--- src/rtl/hsk_stim_pkg.sv ---
// Shared types and defaults for the handshake stimulus generator.
// Optional fault injection in the top is enabled by defining HSK_FAULT_INJECT_EN.
package hsk_stim_pkg;

    localparam int DEF_LEN_W = 8;
    localparam int DEF_CNT_W = 16;

    typedef logic [2:0] state_t;

    localparam state_t ST_IDLE  = 3'd0;
    localparam state_t ST_REQ   = 3'd1;
    localparam state_t ST_GAP   = 3'd2;
    localparam state_t ST_DRAIN = 3'd3;
    localparam state_t ST_FIN   = 3'd4;

    function automatic logic is_busy_state(input state_t s);
        return (s == ST_REQ) || (s == ST_GAP) || (s == ST_DRAIN);
    endfunction

endpackage

--- src/rtl/hsk_ack_data_drv.sv ---
// Registered ack/data stage: ack follows req by one cycle (unless masked),
// data toggles in the cycle after every ack-high cycle.
module hsk_ack_data_drv (
    input  logic clk,
    input  logic rst_n,
    input  logic req_i,
    input  logic ack_mask_i,
    output logic ack_o,
    output logic data_o
);

    logic ack_d;
    logic ack_q;
    logic data_d;
    logic data_q;

    // Next-state for ack and data; data follows the ack actually driven.
    always_comb begin
        ack_d  = req_i & ~ack_mask_i;
        data_d = data_q ^ ack_q;
    end

    // Output registers.
    always_ff @(posedge clk or negedge rst_n) begin
        if (!rst_n) begin
            ack_q  <= 1'b0;
            data_q <= 1'b0;
        end else begin
            ack_q  <= ack_d;
            data_q <= data_d;
        end
    end

    assign ack_o  = ack_q;
    assign data_o = data_q;

endmodule

--- src/rtl/hsk_stim_gen.sv ---
// Burst stimulus generator for the req/ack/data handshake checker.
// Define HSK_FAULT_INJECT_EN to add fault_en/fault_idx and a one-shot ack dropout.
module hsk_stim_gen
    import hsk_stim_pkg::*;
#(
    parameter int LEN_W = DEF_LEN_W,
    parameter int CNT_W = DEF_CNT_W
) (
    input  logic             clk,
    input  logic             rst_n,
    input  logic             start,
    input  logic [LEN_W-1:0] burst_len,
    input  logic [LEN_W-1:0] gap_len,
    input  logic [CNT_W-1:0] num_bursts,
`ifdef HSK_FAULT_INJECT_EN
    input  logic             fault_en,
    input  logic [CNT_W-1:0] fault_idx,
`endif
    output logic             busy,
    output logic             done,
    output logic [CNT_W-1:0] bursts_done,
    output logic             req,
    output logic             ack,
    output logic             data
);

    state_t           state_d, state_q;
    logic [LEN_W-1:0] cnt_d, cnt_q;
    logic [LEN_W-1:0] blen_d, blen_q;
    logic [LEN_W-1:0] glen_d, glen_q;
    logic [CNT_W-1:0] nbur_d, nbur_q;
    logic [CNT_W-1:0] bdone_d, bdone_q;
    logic             req_d, req_q;
    logic             busy_d, busy_q;
    logic             done_d, done_q;
    logic             last_burst_s;
    logic             fault_mask_s;

    assign last_burst_s = ((bdone_q + CNT_W'(1)) >= nbur_q);

    // Sequencer: burst/gap/drain timing and completed-burst count.
    always_comb begin
        state_d = state_q;
        cnt_d   = cnt_q;
        blen_d  = blen_q;
        glen_d  = glen_q;
        nbur_d  = nbur_q;
        bdone_d = bdone_q;
        case (state_q)
            ST_IDLE: begin
                if (start) begin
                    if ((burst_len != '0) && (num_bursts != '0)) begin
                        blen_d  = burst_len;
                        glen_d  = gap_len;
                        nbur_d  = num_bursts;
                        bdone_d = '0;
                        cnt_d   = burst_len - LEN_W'(1);
                        state_d = ST_REQ;
                    end else begin
                        state_d = ST_FIN;
                    end
                end else begin
                    state_d = ST_IDLE;
                end
            end
            ST_REQ: begin
                if (cnt_q == '0) begin
                    if (bdone_q != nbur_q) begin
                        bdone_d = bdone_q + CNT_W'(1);
                    end else begin
                        bdone_d = bdone_q;
                    end
                    if (last_burst_s) begin
                        cnt_d   = LEN_W'(1);
                        state_d = ST_DRAIN;
                    end else if (glen_q != '0) begin
                        cnt_d   = glen_q - LEN_W'(1);
                        state_d = ST_GAP;
                    end else begin
                        cnt_d   = blen_q - LEN_W'(1);
                        state_d = ST_REQ;
                    end
                end else begin
                    cnt_d = cnt_q - LEN_W'(1);
                end
            end
            ST_GAP: begin
                if (cnt_q == '0) begin
                    cnt_d   = blen_q - LEN_W'(1);
                    state_d = ST_REQ;
                end else begin
                    cnt_d = cnt_q - LEN_W'(1);
                end
            end
            ST_DRAIN: begin
                if (cnt_q == '0) begin
                    state_d = ST_FIN;
                end else begin
                    cnt_d = cnt_q - LEN_W'(1);
                end
            end
            ST_FIN: begin
                state_d = ST_IDLE;
            end
            default: begin
                state_d = ST_IDLE;
            end
        endcase
        // Outputs are registered from the next state so they align with it.
        req_d  = (state_d == ST_REQ);
        busy_d = is_busy_state(state_d);
        done_d = (state_d == ST_FIN);
    end

    // Sequencer and output registers.
    always_ff @(posedge clk or negedge rst_n) begin
        if (!rst_n) begin
            state_q <= ST_IDLE;
            cnt_q   <= '0;
            blen_q  <= '0;
            glen_q  <= '0;
            nbur_q  <= '0;
            bdone_q <= '0;
            req_q   <= 1'b0;
            busy_q  <= 1'b0;
            done_q  <= 1'b0;
        end else begin
            state_q <= state_d;
            cnt_q   <= cnt_d;
            blen_q  <= blen_d;
            glen_q  <= glen_d;
            nbur_q  <= nbur_d;
            bdone_q <= bdone_d;
            req_q   <= req_d;
            busy_q  <= busy_d;
            done_q  <= done_d;
        end
    end

`ifdef HSK_FAULT_INJECT_EN
    logic             fen_d, fen_q;
    logic [CNT_W-1:0] fidx_d, fidx_q;

    // Fault configuration is captured only with an accepted start.
    always_comb begin
        fen_d  = fen_q;
        fidx_d = fidx_q;
        if ((state_q == ST_IDLE) && start) begin
            fen_d  = fault_en;
            fidx_d = fault_idx;
        end else begin
            fen_d  = fen_q;
            fidx_d = fidx_q;
        end
    end

    // Fault configuration registers.
    always_ff @(posedge clk or negedge rst_n) begin
        if (!rst_n) begin
            fen_q  <= 1'b0;
            fidx_q <= '0;
        end else begin
            fen_q  <= fen_d;
            fidx_q <= fidx_d;
        end
    end

    // The first req cycle of a burst is the one where the counter was just loaded.
    assign fault_mask_s = fen_q && (state_q == ST_REQ) &&
                          (cnt_q == (blen_q - LEN_W'(1))) && (bdone_q == fidx_q);
`else
    assign fault_mask_s = 1'b0;
`endif

    hsk_ack_data_drv u_drv (
        .clk        (clk),
        .rst_n      (rst_n),
        .req_i      (req_q),
        .ack_mask_i (fault_mask_s),
        .ack_o      (ack),
        .data_o     (data)
    );

    assign busy        = busy_q;
    assign done        = done_q;
    assign bursts_done = bdone_q;
    assign req         = req_q;

endmodule

--- config.mk ---
export PLATFORM = sky130hd
export DESIGN_NAME = hsk_stim_gen
export DESIGN_NICKNAME = d
export VERILOG_FILES = /design/src/rtl/hsk_stim_pkg.sv /design/src/rtl/hsk_ack_data_drv.sv /design/src/rtl/hsk_stim_gen.sv
export SDC_FILE = /design/constraint.sdc
export NUM_CORES = 1
export LEC_CHECK = 0
export ABC_AREA = 1
export BUFFER_PORTS_ARGS = -buffer_cell sky130_fd_sc_hd__clkbuf_2
export CELL_PAD_IN_SITES_DETAIL_PLACEMENT = 1
export CELL_PAD_IN_SITES_GLOBAL_PLACEMENT = 1
export CORE_UTILIZATION = 38
export CTS_CLUSTER_DIAMETER = 150
export DETAILED_ROUTE_END_ITERATION = 7
export GPL_ROUTABILITY_DRIVEN = 1
export PLACE_DENSITY = 0.84
export SLEW_MARGIN = 40
export SYNTH_ARGS = -nofsm -noshare
export SYNTH_HDL_FRONTEND = slang
export SYNTH_SLANG_ARGS = --single-unit
export TNS_END_PERCENT = 100
--- constraint.sdc ---
create_clock -name clk -period 2.5 [get_ports clk]
set_input_delay 0.125 -clock clk [delete_from_list [all_inputs] [get_ports clk]]
set_output_delay 0.125 -clock clk [all_outputs]
set_load 0.03 [all_outputs]
==> impl_metrics.yaml <==
power:
  power.leakage_nw: 3.24
  intPower_mw: 3.59
  clkPwrFrac_pct: 21.4
  p_sw_share_pct: 47.5
  combPwrFrac_pct: 52.9
  seqPwrFrac_pct: 25.7
  p_per_area_mw_per_mm2: 1090
  ir_drop_v: 0.000464
  switching_power_mw: 3.24
placement:
  place_area_mm2: 0.00539
  globalplace.congestion: 0.876
  pre_cts_ws_ns: -0.201
  io_buffers: 55
  dp_hpwl_um: 11300
floorplanning:
  ios: 56
  rows: 39
  die_area_mm2: 0.0126
  dieWidth_um: 112
  die_h_um: 112
  core-area_mm2: 0.0117
  start_util_pct: 39.7
yosys:
  synth_area_leaders: "dfrtp_1, nand2_1, inv_1"
  yosysWarnings: 0
  ys_seq_area_share_pct: 34.6
  syn_nets: 731
  avgSynthCellArea_um2: 6.87
  synth_top_area_cell: "dfrtp_1"
  syn_area_mm2: 0.00463
  synth_cells: 674
  synth.top_cell.area_share_pct: 34.6
  ys_ff_latch: 64
  ys_types: 37
sta:
  final.period_utilization_pct: 117
  fin_worst_skew_ns: 0.00919
  maxSlewViolCount: 0
  finalCriticalPeriod_ns: 2.92
  setup_ws_ns: -0.416
  hold_viol: 0
  tightestPinTransition_ns: 0.737
  grt_setup_unrepaired: "true"
  hold_ws_ns: 0.00239
  slew_headroom_pct: 50.9
  finalSetupViolCount: 12
  fmax_mhz: 343
route:
  first_pass_iters: 5
  routed_wl_um: 18100
  vias_per_cell: 5.42
  ant_nets: 0
  wire_per_inst_um: 19.0
  drt-initial-drc-count: 360
  route.detailed.drc: 0
  vias: 5154
grt:
  grt_max_degree: 49
  grt_pass1_wl_um: 28300
  grt_pass1_vias: 5564
  track_usage_pct: 29.3
  grt-ovfl-total: 0
  antenna_found_initial: 0
clock_network:
  numClockSinks: 64
  cts-root-buf: "clkbuf_16"
  cts_tree: "done"
  cts_max_level: 3
  clock_latency_ns: 0.35
  cts_made_buffers: 9
  path_clk_slew_ns: 0.06
  cts_buffer_depth: 2
hold_path:
  hp-class: "input port to flop"
finish:
  drive_gt1_share_pct: 27.7
  final_cell_mix: "nand2_1, inv_1, buf_4, nor2_1, dfrtp_1"
  finish.instance_area_mm2: 0.00624
  antennaDiodeCount: 0
  area_growth_pct: 34.7
  final_common_cell: "nand2_1"
  post-route-util_pct: 53.5
  fill_cells: 1509
  layout.nets: 860
status:
  status: "finished with violations"
  violations: "negative setup slack"
worst_setup_path:
  critPathMostFrequentCell: "nand2_1"
  cp-end-kind: "flop"
  critPathRequiredTime_ns: 2.79
  cp_slowest_cell: "dfrtp_2"
  critical_path_arrival_ns: 3.21
  start_kind: "flop"
  worstPathMaxFanout: 5
  path_class: "flop to flop"
  cp_slowest_stage_delay_ns: 0.39
  crit_family: "simple AND/OR/NAND/NOR gates"
  cp_cell_sequence: "inv_1, nor3_2, nand4_1, nor2_1, nand2_1, nand2_1, inv_1, ha_1, a21oi_2, o21ai_2, nor2_4, nand2_2, o21ai_0, nand2_1, nand2_1, nand2_1, nand2_1"
  crit_buf_inv: 2
run:
  cap_violations: 0
cell type report:
type,count,area (µm²),share of cell area (%)
sequential,64,1610,25.8
clock buffer,14,274,4.39
timing repair buffer,135,918,14.7
inverter,93,354,5.68
clock inverter,2,60.1,0.963
multi-input combinational,500,2840,45.6
tap,143,179,2.87
worst min-delay path, cell delays in order:
cell	delay [ns]
clkbuf_2	0.07
nand2_1	0.05
o21ai_1	0.06
power by group through the flow:
stage | combinational (mW) | sequential [mW] | clock (mW)
final | 3.61 | 1.76 | 1.46
after detailed placement | 3.28 | 1.75 | 0
after global routing | 4.00 | 1.81 | 1.52
after CTS | 3.42 | 1.75 | 1.47
after floorplan | 2.33 | 1.77 | 0
after global placement | 3.11 | 1.73 | 0
synth_stat cells, drive strengths merged:
library cell	count
nand3	41
clkbuf	5
o21bai	1
xnor2	6
a21oi	26
ha	22
clkinv	1
nor4	2
dfrtp	64
xor2	23
nand4	21
o32ai	1
nor2	77
or2	4
nand3b	2
mux2i	1
nand2	216
buf	12
inv	92
nor3	7
o21ai	49
o22ai	1
flip-flops by register name (all words and copies together) (netlist names):
| signal | cells |
|---|---|
| busy | 1 |
| state_q | 3 |
| bursts_done | 16 |
| u_drv.ack_o | 1 |
| blen_q | 8 |
| u_drv.data_o | 1 |
| done | 1 |
| glen_q | 8 |
| nbur_q | 16 |
| cnt_q | 8 |
| req | 1 |
final timing paths:
check                                from              to  slack (ns)  depth (start not counted)
min in group asynchronous           rst_n  bursts_done[6]        0.38                          2
max reg2reg                bursts_done[7]        cnt_q[1]       -0.42                         17
max in group asynchronous           rst_n       blen_q[3]        1.40                          3
min reg2reg                           req     u_drv.ack_o        0.45                          0
min                            gap_len[5]       glen_q[5]       0.002                          3
max                        bursts_done[7]        cnt_q[1]       -0.42                         17
metal layers:
layer	track usage, %	routed length [µm]	vias up
met2	52.8	9280	183
met4	17.5	973	0
li1	-	-	2392
met1	32.1	7080	2512
met3	5.40	777	67
met5	0	0	-
per-stage QoR:
| stage | setup TNS (ns) | power [mW] | cells |
|---|---|---|---|
| floorplan | -0.234 | 4.09 | 674 |
| global placement | -0.466 | 4.84 | 902 |
| detailed placement | -1.83 | 5.04 | 902 |
| CTS | -0.980 | 6.63 | 948 |
| global route | -5.06 | 7.33 | 951 |
| finish | -3.74 | 6.83 | 951 |
logic make-up after synthesis:
logic type               synth area share [%]
AND/OR/NAND/NOR                          34.7
buffers and inverters                    10.1
AO/OA/AOI/OAI                            8.92
flip-flops                               34.6
XOR/XNOR                                 5.48
adder cells (fa/ha/maj)                  5.94
multiplexers                            0.216
timing repair:
item	CTS	global route
gates resized for setup	28	30
setup buffers	21	3
hold buffers	9	0
pin swaps	28	10
endpoints found under the setup margin	11	20
endpoints found under the hold margin	34	0
Power figures use the tool's default switching activity.
